===== config.mk =====
export PLATFORM = sky130hd
export DESIGN_NAME = max7219_rx_flat
export DESIGN_NICKNAME = d
export VERILOG_FILES = /design/src/rtl/max7219_rx_pkg.sv /design/src/rtl/max7219_rx_if.sv /design/src/rtl/max7219_rx_pin_sync.sv /design/src/rtl/max7219_rx.sv /design/src/flat_wrapper.sv
export SDC_FILE = /design/constraint.sdc
export NUM_CORES = 1
export LEC_CHECK = 0
export BUFFER_PORTS_ARGS = -buffer_cell sky130_fd_sc_hd__buf_2
export CORE_MARGIN = 8
export CORE_UTILIZATION = 40
export DETAILED_ROUTE_END_ITERATION = 10
export GPL_TIMING_DRIVEN = 0
export PLACE_DENSITY_LB_ADDON = 0.08
export SYNTH_ARGS = -nofsm -noshare
export SYNTH_HDL_FRONTEND = slang
export SYNTH_HIERARCHICAL = 1
export SYNTH_SLANG_ARGS = --single-unit

===== constraint.sdc =====
create_clock -name clk -period 1.9 [get_ports clk]
set_input_delay 0.19 -clock clk [delete_from_list [all_inputs] [get_ports clk]]
set_output_delay 0.19 -clock clk [all_outputs]
set_load 0.01 [all_outputs]

===== src/rtl/max7219_rx_pkg.sv =====
// Shared definitions for the MAX7219 bus snooper: register addresses, the
// per-device register file and its write/read helpers.
package max7219_pkg;

    localparam logic [3:0] ADDR_NOOP      = 4'h0;
    localparam logic [3:0] ADDR_DIGIT0    = 4'h1;
    localparam logic [3:0] ADDR_DIGIT1    = 4'h2;
    localparam logic [3:0] ADDR_DIGIT2    = 4'h3;
    localparam logic [3:0] ADDR_DIGIT3    = 4'h4;
    localparam logic [3:0] ADDR_DIGIT4    = 4'h5;
    localparam logic [3:0] ADDR_DIGIT5    = 4'h6;
    localparam logic [3:0] ADDR_DIGIT6    = 4'h7;
    localparam logic [3:0] ADDR_DIGIT7    = 4'h8;
    localparam logic [3:0] ADDR_DECODE    = 4'h9;
    localparam logic [3:0] ADDR_INTENSITY = 4'hA;
    localparam logic [3:0] ADDR_SCANLIMIT = 4'hB;
    localparam logic [3:0] ADDR_SHUTDOWN  = 4'hC;
    localparam logic [3:0] ADDR_DISPTEST  = 4'hF;

    typedef struct packed {
        logic [7:0][7:0] digit;
        logic [7:0]      decode;
        logic [3:0]      intensity;
        logic [2:0]      scan_limit;
        logic            shutdown;
        logic            disp_test;
    } dev_regs_t;

    localparam dev_regs_t DEV_REGS_RST = '0;

    // Narrow registers keep only their implemented low bits.
    function automatic dev_regs_t dev_write(input dev_regs_t regs, input logic [3:0] addr,
                                            input logic [7:0] data);
        dev_regs_t r;
        r = regs;
        case (addr)
            ADDR_DIGIT0, ADDR_DIGIT1, ADDR_DIGIT2, ADDR_DIGIT3,
            ADDR_DIGIT4, ADDR_DIGIT5, ADDR_DIGIT6, ADDR_DIGIT7:
                r.digit[3'(addr - 4'd1)] = data;
            ADDR_DECODE:    r.decode     = data;
            ADDR_INTENSITY: r.intensity  = data[3:0];
            ADDR_SCANLIMIT: r.scan_limit = data[2:0];
            ADDR_SHUTDOWN:  r.shutdown   = data[0];
            ADDR_DISPTEST:  r.disp_test  = data[0];
            default: ;
        endcase
        return r;
    endfunction

    function automatic logic [7:0] dev_read(input dev_regs_t regs, input logic [3:0] addr);
        logic [7:0] v;
        v = 8'h00;
        case (addr)
            ADDR_DIGIT0, ADDR_DIGIT1, ADDR_DIGIT2, ADDR_DIGIT3,
            ADDR_DIGIT4, ADDR_DIGIT5, ADDR_DIGIT6, ADDR_DIGIT7:
                v = regs.digit[3'(addr - 4'd1)];
            ADDR_DECODE:    v = regs.decode;
            ADDR_INTENSITY: v = {4'h0, regs.intensity};
            ADDR_SCANLIMIT: v = {5'h00, regs.scan_limit};
            ADDR_SHUTDOWN:  v = {7'h00, regs.shutdown};
            ADDR_DISPTEST:  v = {7'h00, regs.disp_test};
            default:        v = 8'h00;
        endcase
        return v;
    endfunction

endpackage


===== src/rtl/max7219_rx_if.sv =====
// Bundle of the snooped MAX7219 pins, the register read port and frame status.
interface max7219_rx_if #(
    parameter int unsigned NUM_DEVICES = 4
);
    logic                   max_cs;
    logic                   max_clk;
    logic                   max_din;
    logic [2:0]             rd_dev;
    logic [3:0]             rd_addr;
    logic [7:0]             rd_data;
    logic                   frame_valid;
    logic                   frame_err;
    logic [NUM_DEVICES-1:0] shutdown_n;

    modport master (
        output max_cs, max_clk, max_din, rd_dev, rd_addr,
        input  rd_data, frame_valid, frame_err, shutdown_n
    );

    modport slave (
        input  max_cs, max_clk, max_din, rd_dev, rd_addr,
        output rd_data, frame_valid, frame_err, shutdown_n
    );
endinterface


===== src/rtl/max7219_rx_pin_sync.sv =====
// Multi-flop synchronizer for one asynchronous pin with rise/fall pulses
// derived from the synchronized level and a one-flop history.
module pin_sync #(
    parameter int unsigned SYNC_STAGES = 2,
    parameter logic        HIST_RST    = 1'b0
) (
    input  logic clk,
    input  logic rst_n,
    input  logic i_pin,
    output logic o_sync,
    output logic o_rise,
    output logic o_fall
);
    logic [SYNC_STAGES-1:0] r_sync;
    logic                   r_hist;

    always_ff @(posedge clk or negedge rst_n) begin
        if (!rst_n) begin
            r_sync <= '0;
            r_hist <= HIST_RST;
        end else begin
            r_sync <= {r_sync[SYNC_STAGES-2:0], i_pin};
            r_hist <= r_sync[SYNC_STAGES-1];
        end
    end

    assign o_sync = r_sync[SYNC_STAGES-1];
    assign o_rise = o_sync & ~r_hist;
    assign o_fall = ~o_sync & r_hist;
endmodule


===== src/rtl/max7219_rx.sv =====
// Snoops a MAX7219 daisy chain and mirrors every device's registers.
// Optional MAX7219_RX_VISIBLE_EN: digit reads return the pixels actually lit.
module max7219_rx
    import max7219_pkg::*;
#(
    parameter int unsigned NUM_DEVICES = 4,
    parameter int unsigned SYNC_STAGES = 2
) (
    input  logic         clk,
    input  logic         rst_n,
    max7219_rx_if.slave  bus
);
    localparam int unsigned FRAME_BITS = 16 * NUM_DEVICES;
    localparam int unsigned CNT_W      = $clog2(FRAME_BITS + 1);

    logic w_cs_sync, w_cs_rise, w_cs_fall;
    logic w_clk_sync, w_clk_rise, w_clk_fall;
    logic w_din_sync, w_din_rise, w_din_fall;
    logic w_unused_ok;

    pin_sync #(.SYNC_STAGES(SYNC_STAGES), .HIST_RST(1'b1)) u_cs_sync (
        .clk    (clk),
        .rst_n  (rst_n),
        .i_pin  (bus.max_cs),
        .o_sync (w_cs_sync),
        .o_rise (w_cs_rise),
        .o_fall (w_cs_fall)
    );

    pin_sync #(.SYNC_STAGES(SYNC_STAGES), .HIST_RST(1'b0)) u_clk_sync (
        .clk    (clk),
        .rst_n  (rst_n),
        .i_pin  (bus.max_clk),
        .o_sync (w_clk_sync),
        .o_rise (w_clk_rise),
        .o_fall (w_clk_fall)
    );

    pin_sync #(.SYNC_STAGES(SYNC_STAGES), .HIST_RST(1'b0)) u_din_sync (
        .clk    (clk),
        .rst_n  (rst_n),
        .i_pin  (bus.max_din),
        .o_sync (w_din_sync),
        .o_rise (w_din_rise),
        .o_fall (w_din_fall)
    );

    assign w_unused_ok = ^{w_clk_sync, w_clk_fall, w_din_rise, w_din_fall};

    logic [FRAME_BITS-1:0] r_shift;
    logic [CNT_W-1:0]      r_bit_cnt;
    logic                  r_pend_valid, r_pend_err;
    logic                  r_frame_valid, r_frame_err;
    logic [7:0]            r_rd_data;
    dev_regs_t             r_regs [NUM_DEVICES];

    logic w_shift_en;
    logic w_latch;
    assign w_shift_en = w_clk_rise & ~w_cs_sync;
    assign w_latch    = w_cs_rise && (r_bit_cnt >= CNT_W'(16));

    always_ff @(posedge clk or negedge rst_n) begin
        if (!rst_n) begin
            r_shift       <= '0;
            r_bit_cnt     <= '0;
            r_pend_valid  <= 1'b0;
            r_pend_err    <= 1'b0;
            r_frame_valid <= 1'b0;
            r_frame_err   <= 1'b0;
            for (int d = 0; d < NUM_DEVICES; d++) begin
                r_regs[d] <= DEV_REGS_RST;
            end
        end else begin
            if (w_shift_en) begin
                r_shift <= {r_shift[FRAME_BITS-2:0], w_din_sync};
            end

            if (w_cs_fall) begin
                r_bit_cnt <= w_shift_en ? CNT_W'(1) : '0;
            end else if (w_shift_en && (r_bit_cnt != CNT_W'(FRAME_BITS))) begin
                r_bit_cnt <= r_bit_cnt + CNT_W'(1);
            end

            // Status is staged one cycle so frame_valid follows the latch.
            r_pend_valid  <= w_latch;
            r_pend_err    <= w_cs_rise && (r_bit_cnt != CNT_W'(FRAME_BITS));
            r_frame_valid <= r_pend_valid;
            r_frame_err   <= r_pend_err;

            if (w_latch) begin
                for (int d = 0; d < NUM_DEVICES; d++) begin
                    r_regs[d] <= dev_write(r_regs[d], r_shift[16*d+8 +: 4], r_shift[16*d +: 8]);
                end
            end
        end
    end

    dev_regs_t  w_sel_regs;
    logic       w_sel_hit;
    logic [7:0] w_rd_val;

    always_comb begin
        w_sel_regs = DEV_REGS_RST;
        w_sel_hit  = 1'b0;
        for (int d = 0; d < NUM_DEVICES; d++) begin
            if (bus.rd_dev == 3'(d)) begin
                w_sel_regs = r_regs[d];
                w_sel_hit  = 1'b1;
            end
        end
        w_rd_val = w_sel_hit ? dev_read(w_sel_regs, bus.rd_addr) : 8'h00;
`ifdef MAX7219_RX_VISIBLE_EN
        if (w_sel_hit && (bus.rd_addr >= ADDR_DIGIT0) && (bus.rd_addr <= ADDR_DIGIT7)) begin
            if (w_sel_regs.disp_test) begin
                w_rd_val = 8'hFF;
            end else if (!w_sel_regs.shutdown ||
                         (3'(bus.rd_addr - 4'd1) > w_sel_regs.scan_limit)) begin
                w_rd_val = 8'h00;
            end
        end
`endif
    end

    always_ff @(posedge clk or negedge rst_n) begin
        if (!rst_n) begin
            r_rd_data <= 8'h00;
        end else begin
            r_rd_data <= w_rd_val;
        end
    end

    logic [NUM_DEVICES-1:0] w_shutdown_n;
    always_comb begin
        w_shutdown_n = '0;
        for (int d = 0; d < NUM_DEVICES; d++) begin
            w_shutdown_n[d] = r_regs[d].shutdown;
        end
    end

    assign bus.rd_data     = r_rd_data;
    assign bus.frame_valid = r_frame_valid;
    assign bus.frame_err   = r_frame_err;
    assign bus.shutdown_n  = w_shutdown_n;
endmodule


===== src/flat_wrapper.sv =====
// flat-port wrapper written by rule: the top's interface ports become plain ports
module max7219_rx_flat import max7219_pkg::*;
#(
    parameter int unsigned NUM_DEVICES = 4,
    parameter int unsigned SYNC_STAGES = 2
)
  (clk, rst_n, bus_max_cs, bus_max_clk, bus_max_din, bus_rd_dev, bus_rd_addr, bus_rd_data, bus_frame_valid, bus_frame_err, bus_shutdown_n);
  max7219_rx_if #(.NUM_DEVICES(NUM_DEVICES)) bus_i ();
  input  logic clk;
  input  logic rst_n;
  input wire logic [$bits(bus_i.max_cs)-1:0] bus_max_cs;
  input wire logic [$bits(bus_i.max_clk)-1:0] bus_max_clk;
  input wire logic [$bits(bus_i.max_din)-1:0] bus_max_din;
  input wire logic [$bits(bus_i.rd_dev)-1:0] bus_rd_dev;
  input wire logic [$bits(bus_i.rd_addr)-1:0] bus_rd_addr;
  output wire logic [$bits(bus_i.rd_data)-1:0] bus_rd_data;
  output wire logic [$bits(bus_i.frame_valid)-1:0] bus_frame_valid;
  output wire logic [$bits(bus_i.frame_err)-1:0] bus_frame_err;
  output wire logic [$bits(bus_i.shutdown_n)-1:0] bus_shutdown_n;
  assign bus_i.max_cs = bus_max_cs;
  assign bus_i.max_clk = bus_max_clk;
  assign bus_i.max_din = bus_max_din;
  assign bus_i.rd_dev = bus_rd_dev;
  assign bus_i.rd_addr = bus_rd_addr;
  assign bus_rd_data = bus_i.rd_data;
  assign bus_frame_valid = bus_i.frame_valid;
  assign bus_frame_err = bus_i.frame_err;
  assign bus_shutdown_n = bus_i.shutdown_n;
  max7219_rx #(.NUM_DEVICES(NUM_DEVICES), .SYNC_STAGES(SYNC_STAGES)) u_core (.clk(clk), .rst_n(rst_n), .bus(bus_i));
endmodule

# After elaboration in Yosys (flattened, before gate mapping)
# Cells that the tools add are included.
# Widths: inputs -> output; s select.
word_totals:
  reg_bits: 411
  latch_bits: 0
  mem_bits_rw: 0
  rom_bits: 0
  inputBits: 12
  n_memories: 0
op_classes:
  addsub: 6
  multipliers: 0
  n_div: 0
  order_cmp: 10
  eq_ne: 69
  shift: 0
  mux: 27
  bitwise: 7
  reduce_logical: 38
op_table:
  columns: ["op", "count"]
  rows:
  - ["$mux 81", 4]
  - ["$bwmux 64", 4]
  - ["$eq 4x4->1 const B", 30]
  - ["$demux 8 s3", 4]
  - ["$eq 4x3->1 const B", 20]
  - ["$mux 8", 6]
  - ["$pmux 8 s6", 1]
  - ["$reduce_and 2->1", 24]
  - ["$eq 4x2->1 const B", 10]
  - ["$reduce_or 8->1", 5]
  - ["$bmux 8 s3", 1]
  - ["$eq 4x1->1 const B", 5]
  - ["$lt 3x4->1 const B", 5]
  - ["$sub 3x1->3 const B", 5]
  - ["$mux 7", 2]
  - ["$ge 3x1->1 const B", 4]
  - ["$add 7x1->7 const B", 1]
  - ["$ge 7x5->1 const B", 1]
  - ["$logic_and 1x1->1", 7]
  - ["$ne 7x7->1 const B", 1]
  - ["$eq 3x2->1 const B", 2]
  - ["$mux 1", 5]
  - ["$and 1x1->1", 4]
  - ["$eq 3x1->1 const B", 1]
  - ["other kinds (3)", 5]

# Logic depth before layout (Yosys ltp)
depth:
  depth_word: 9
  mapped_depth: 11
  depth_no_buf: 8

# Cells and area by module
# Netlist, hierarchy kept.
modules_own_cells:
  columns: ["mod", "instances", "cells_each", "area_each_um2", "seq_area_each_um2"]
  rows:
  - ["max7219_rx", 1, 1483, 19023.2, 10084.7]
  - ["pin_sync (u_core.u_clk_sync ...)", 2, 5, 90.1, 75.1]
  - ["pin_sync (u_core.u_cs_sync)", 1, 5, 91.3, 76.3]

# Least setup slack after synthesis
# No wires, ideal clock.
synth_timing:
  kind: "input -> register"
  from: "in bus_rd_addr[0]"
  to: "reg u_core.r_rd_data[0], in the netlist u_core/bus.rd_data[0]"
  setup_ns: 0.126
  arrival_time_ns: 2.155
  slack_ns: -0.381
  cell_stages: 10
  path_buffers: 2
  cell_sequence: "buf_4 inv_1 clkbuf_1 ha_1 xor2_4 nand2_1 a21oi_1 o21ai_0 a32o_1 a221o_1"
synth_between:
  elab_chain_cells: 5
synth_rtl:
  columns: ["item", "line", "source"]
  rows:
  - ["start: declaration", "flat_wrapper.sv:15", "input wire logic [$bits(bus_i.rd_addr)-1:0] bus_rd_addr;"]
  - ["$sub 3x1->3", "max7219_rx_pkg.sv:56", "v = regs.digit[3'(addr - 4'd1)];"]
  - ["$bmux 8 s3", "max7219_rx_pkg.sv:56", null]
  - ["$mux 8 (not written as such)", "max7219_rx_pkg.sv:56", null]
  - ["$pmux 8 s6 (*)", "max7219_rx_pkg.sv:53", "case (addr)"]
  - ["$mux 8 (*)", "max7219_rx.sv:111", "w_rd_val = w_sel_hit ? dev_read(w_sel_regs, bus.rd_addr) : 8'h00;"]
  - ["named net u_core.w_rd_val[0]", "max7219_rx.sv:100", "logic [7:0] w_rd_val;"]
  - ["end signal: assignment", "max7219_rx.sv:128", "r_rd_data <= w_rd_val;"]
  - ["end: declaration", "max7219_rx.sv:54", "logic [7:0] r_rd_data;"]
# The timed path passes the listed nets; every way through them passes the cells marked *. The select of a mux whose other input is x is not followed.
# A chain may end at the register's enable or synchronous reset.

# Worst setup path after layout
layout_timing:
  from: "reg u_core.r_shift[25]"
  to: "reg u_core/r_regs[228] in the netlist's numbering"
layout_between:
  elab_chain_cells: 6
layout_rtl:
  columns: ["item", "line", "source"]
  rows:
  - ["start: declaration", "max7219_rx.sv:50", "logic [FRAME_BITS-1:0] r_shift;"]
  - ["start signal: assignment", "max7219_rx.sv:75", "r_shift <= {r_shift[FRAME_BITS-2:0], w_din_sync};"]
  - ["$sub 3x1->3", "max7219_rx_pkg.sv:39", "r.digit[3'(addr - 4'd1)] = data;"]
  - ["$lt 3x4->1 (not written as such) or $ge 3x1->1 (tied branches)", "max7219_rx_pkg.sv:39", null]
  - ["$logic_and 1x1->1 (not written as such)", "max7219_rx_pkg.sv:39", null]
  - ["$mux 8 (not written as such)", "max7219_rx_pkg.sv:39", null]
  - ["$demux 8 s3", null, null]
  - ["$bwmux 64", "max7219_rx_pkg.sv:39", null]
  - ["end signal: indexed assignment", "max7219_rx.sv:92", "r_regs[d] <= dev_write(r_regs[d], r_shift[16*d+8 +: 4], r_shift[16*d +: 8]);"]
  - ["end: declaration", "max7219_rx.sv:55", "dev_regs_t r_regs [NUM_DEVICES];"]
# Several ways; a longest one is shown, not always the timed one.

==> results.sh <==
export IMPL_wl_um=64100
export IMPL_fp_dieW_um=235
export IMPL_h_tree_depth=2
export IMPL_preCtsSetupSlack_ps=-1230
export IMPL_drt_iter0_markers=1197
export IMPL_ant_nets=0
export IMPL_regToRegStartpoint="u_core/r_shift[25]"
export IMPL_grt_overflow_total=0
export IMPL_final_common_cell="dfrtp_1"
export IMPL_syn_instance_count=1494
export IMPL_switching_share_pct=25.5
export IMPL_leakagePower_nw=11.6
export IMPL_relSlewSlack_pct=39.7
export IMPL_syn_num_nets=1529
export IMPL_start_util_pct=40.4
export IMPL_hold_violations=0
export IMPL_grt_first_pass_wirelength_um=93900
export IMPL_crit_chain="ha_4 -> nor4_4 -> a221oi_4 -> and2_1 -> buf_6 -> buf_12 -> nand2_8 -> mux2_2"
export IMPL_crit_start="u_core/r_shift[25]"
export IMPL_core_mm2=0.0476
export IMPL_die_area_mm2=0.0554
export IMPL_critical_path_arrival_ps=2610
export IMPL_combPwrFrac_pct=9.4
export IMPL_place_area_mm2=0.0205
export IMPL_cts_path_max_buffers=3
export IMPL_grt_max_degree=105
export IMPL_crit_path_max_incr_delay_ps=470
export IMPL_worst_ep_required_time_ps=2360
export IMPL_dieHeight_um=235
export IMPL_hp_class="primary input to async pin"
export IMPL_finalWorstSetupSlack_ps=-252
export IMPL_final_nets=1659
export IMPL_clock_tree_root_cell="clkbuf_16"
export IMPL_power_density_mw_per_mm2=822
export IMPL_gp_congestion=0.927
export IMPL_start_kind="flop"
export IMPL_wl_per_cell_um=28.2
export IMPL_slowest_stage="dfrtp_2"
export IMPL_clock_latency_ps=590
export IMPL_layout_common_cells="404 x dfrtp_1, 200 x mux2_2, 182 x mux2_4"
export IMPL_dr_total_vias=13100
export IMPL_port_buffers=21
export IMPL_antenna_found_initial=0
export IMPL_dp_hpwl_um=44800
export IMPL_clkSlewWorstSetupHoldPaths_ps=60
export IMPL_net_switching_power_mw=5.14
export IMPL_min_period_ps=2150
export IMPL_slew_violations=0
export IMPL_pwr_share_seq_pct=44.4
export IMPL_cts_sinks=411
export IMPL_cts_tree="yes"
export IMPL_pwr_share_clk_pct=46.2
export IMPL_viasPerCell=5.75
export IMPL_ios=26
export IMPL_first_pass_iters=5
export IMPL_drive_gt1_share_pct=47.5
export IMPL_cp_max_fo=8
export IMPL_p_int_mw=15.0
export IMPL_max_freq_mhz=465
export IMPL_crit_path_end_kind="flop"
export IMPL_rows=80
export IMPL_finClkSkew_ps=17.7
export IMPL_syn_avg_cell_area_um2=12.9
export IMPL_setup_viol=310
export IMPL_maxCapViolations=0
export IMPL_rsz0062_at_grt="true"
export IMPL_run_status="complete, but fails checks"
export IMPL_area_growth_syn_to_layout_pct=27.3
export IMPL_grt_usage_pct=22.7
export IMPL_final_area_mm2=0.0245
export IMPL_netlist_area_mm2=0.0192
export IMPL_yosys_warnings=6
export IMPL_tightestPinTransition_ps=905
export IMPL_power_mw=20.1
export IMPL_vdd_drop_max_v=0.000651
export IMPL_violations="setup timing"
export IMPL_cts_buffers=48
export IMPL_drc_errors=0
export IMPL_path_class="flop to flop"
export IMPL_period_share_pct=113
export IMPL_grt_pass1_vias=13300
==> cell type report <==
class / instances / area (µm²)
tap: 615 / 769
fill: 4095 / 23100
inverter: 22 / 113
timing repair buffer: 91 / 877
clock buffer: 67 / 1370
clock inverter: 18 / 204
antenna: 1 / 2.50
sequential: 411 / 10300
buffer: 104 / 651
multi-input combinational: 946 / 10200
==> sequential cells by signal, indices dropped and copies added (netlist names) <==
name,cells
u_core/bus.frame_valid,1
u_core/u_din_sync/r_sync,2
u_core/r_pend_err,1
u_core/r_regs,320
u_core/u_clk_sync/r_sync,2
u_core/u_cs_sync/r_hist,1
u_core/r_pend_valid,1
u_core/bus.rd_data,8
u_core/r_shift,60
u_core/bus.frame_err,1
u_core/u_clk_sync/r_hist,1
u_core/u_cs_sync/r_sync,2
u_core/bus.shutdown_n,4
u_core/r_bit_cnt,7
==> worst paths after layout <==
kind / end / slack, ps / cells past startpoint
worst max register to register: u_core/r_regs[228] / -250 / 8
worst min register to register: u_core/u_cs_sync/r_sync[1] / 350 / 0
worst min-delay path: u_core/r_regs[23] / 50 / 2
worst max-delay path: u_core/r_regs[228] / -250 / 8
min in group clk: u_core/u_din_sync/r_sync[0] / 240 / 2
max in group asynchronous: u_core/r_shift[9] / 560 / 4
==> worst max-delay path, delay by kind of cell, from the launching register on <==
family                   cells  cell delay, ps
flip-flops                   1             470
adder cells (fa/ha/maj)      1             210
AND/OR/NAND/NOR              3             620
multiplexers                 1             340
AO/OA/AOI/OAI                1             110
buffers and inverters        2             270
==> timing repair <==
action                     in CTS  in global routing
resized for setup             307                161
setup endpoints to repair     395                353
hold buffers                    4                  0
buffers inserted               41                 24
hold endpoints to repair      226                  0
pin swaps                      36                 30
==> power by group through the flow <==
stage | Combinational (mW) | Sequential [mW] | Clock, mW
5_1_grt | 2.00 | 8.95 | 9.90
3_5_place_dp | 1.58 | 9.10 | 0
6_report | 1.89 | 8.95 | 9.31
4_1_cts | 1.78 | 8.94 | 9.58
2_1_floorplan | 0.787 | 9.09 | 0
3_3_place_gp | 1.54 | 9.10 | 0
==> per-stage QoR <==
stage | instances | hold slack, ps | util [%] | TNS, ps
after floorplan | 1494 | -106 | - | -645
after global placement | 2130 | 298 | 42.8 | -3326000
after detailed placement | 2134 | 56.6 | 43.1 | -157050
after CTS | 2257 | 21.4 | 49.7 | -33180
after global routing | 2274 | 42.6 | 51.4 | -59030
final | 2275 | 50.6 | 51.4 | -40820
==> metal layers <==
| metal | global-route usage [%] | wire (µm) | vias to the layer above |
|---|---|---|---|
| met4 | 6.61 | 1990 | 0 |
| met1 | 32.1 | 29900 | 6946 |
| met3 | 4.00 | 3180 | 107 |
| met2 | 35.4 | 29100 | 364 |
| li1 | - | - | 5664 |
| met5 | 0 | 0 | - |
Note: power is estimated with default switching activity, not from simulation.
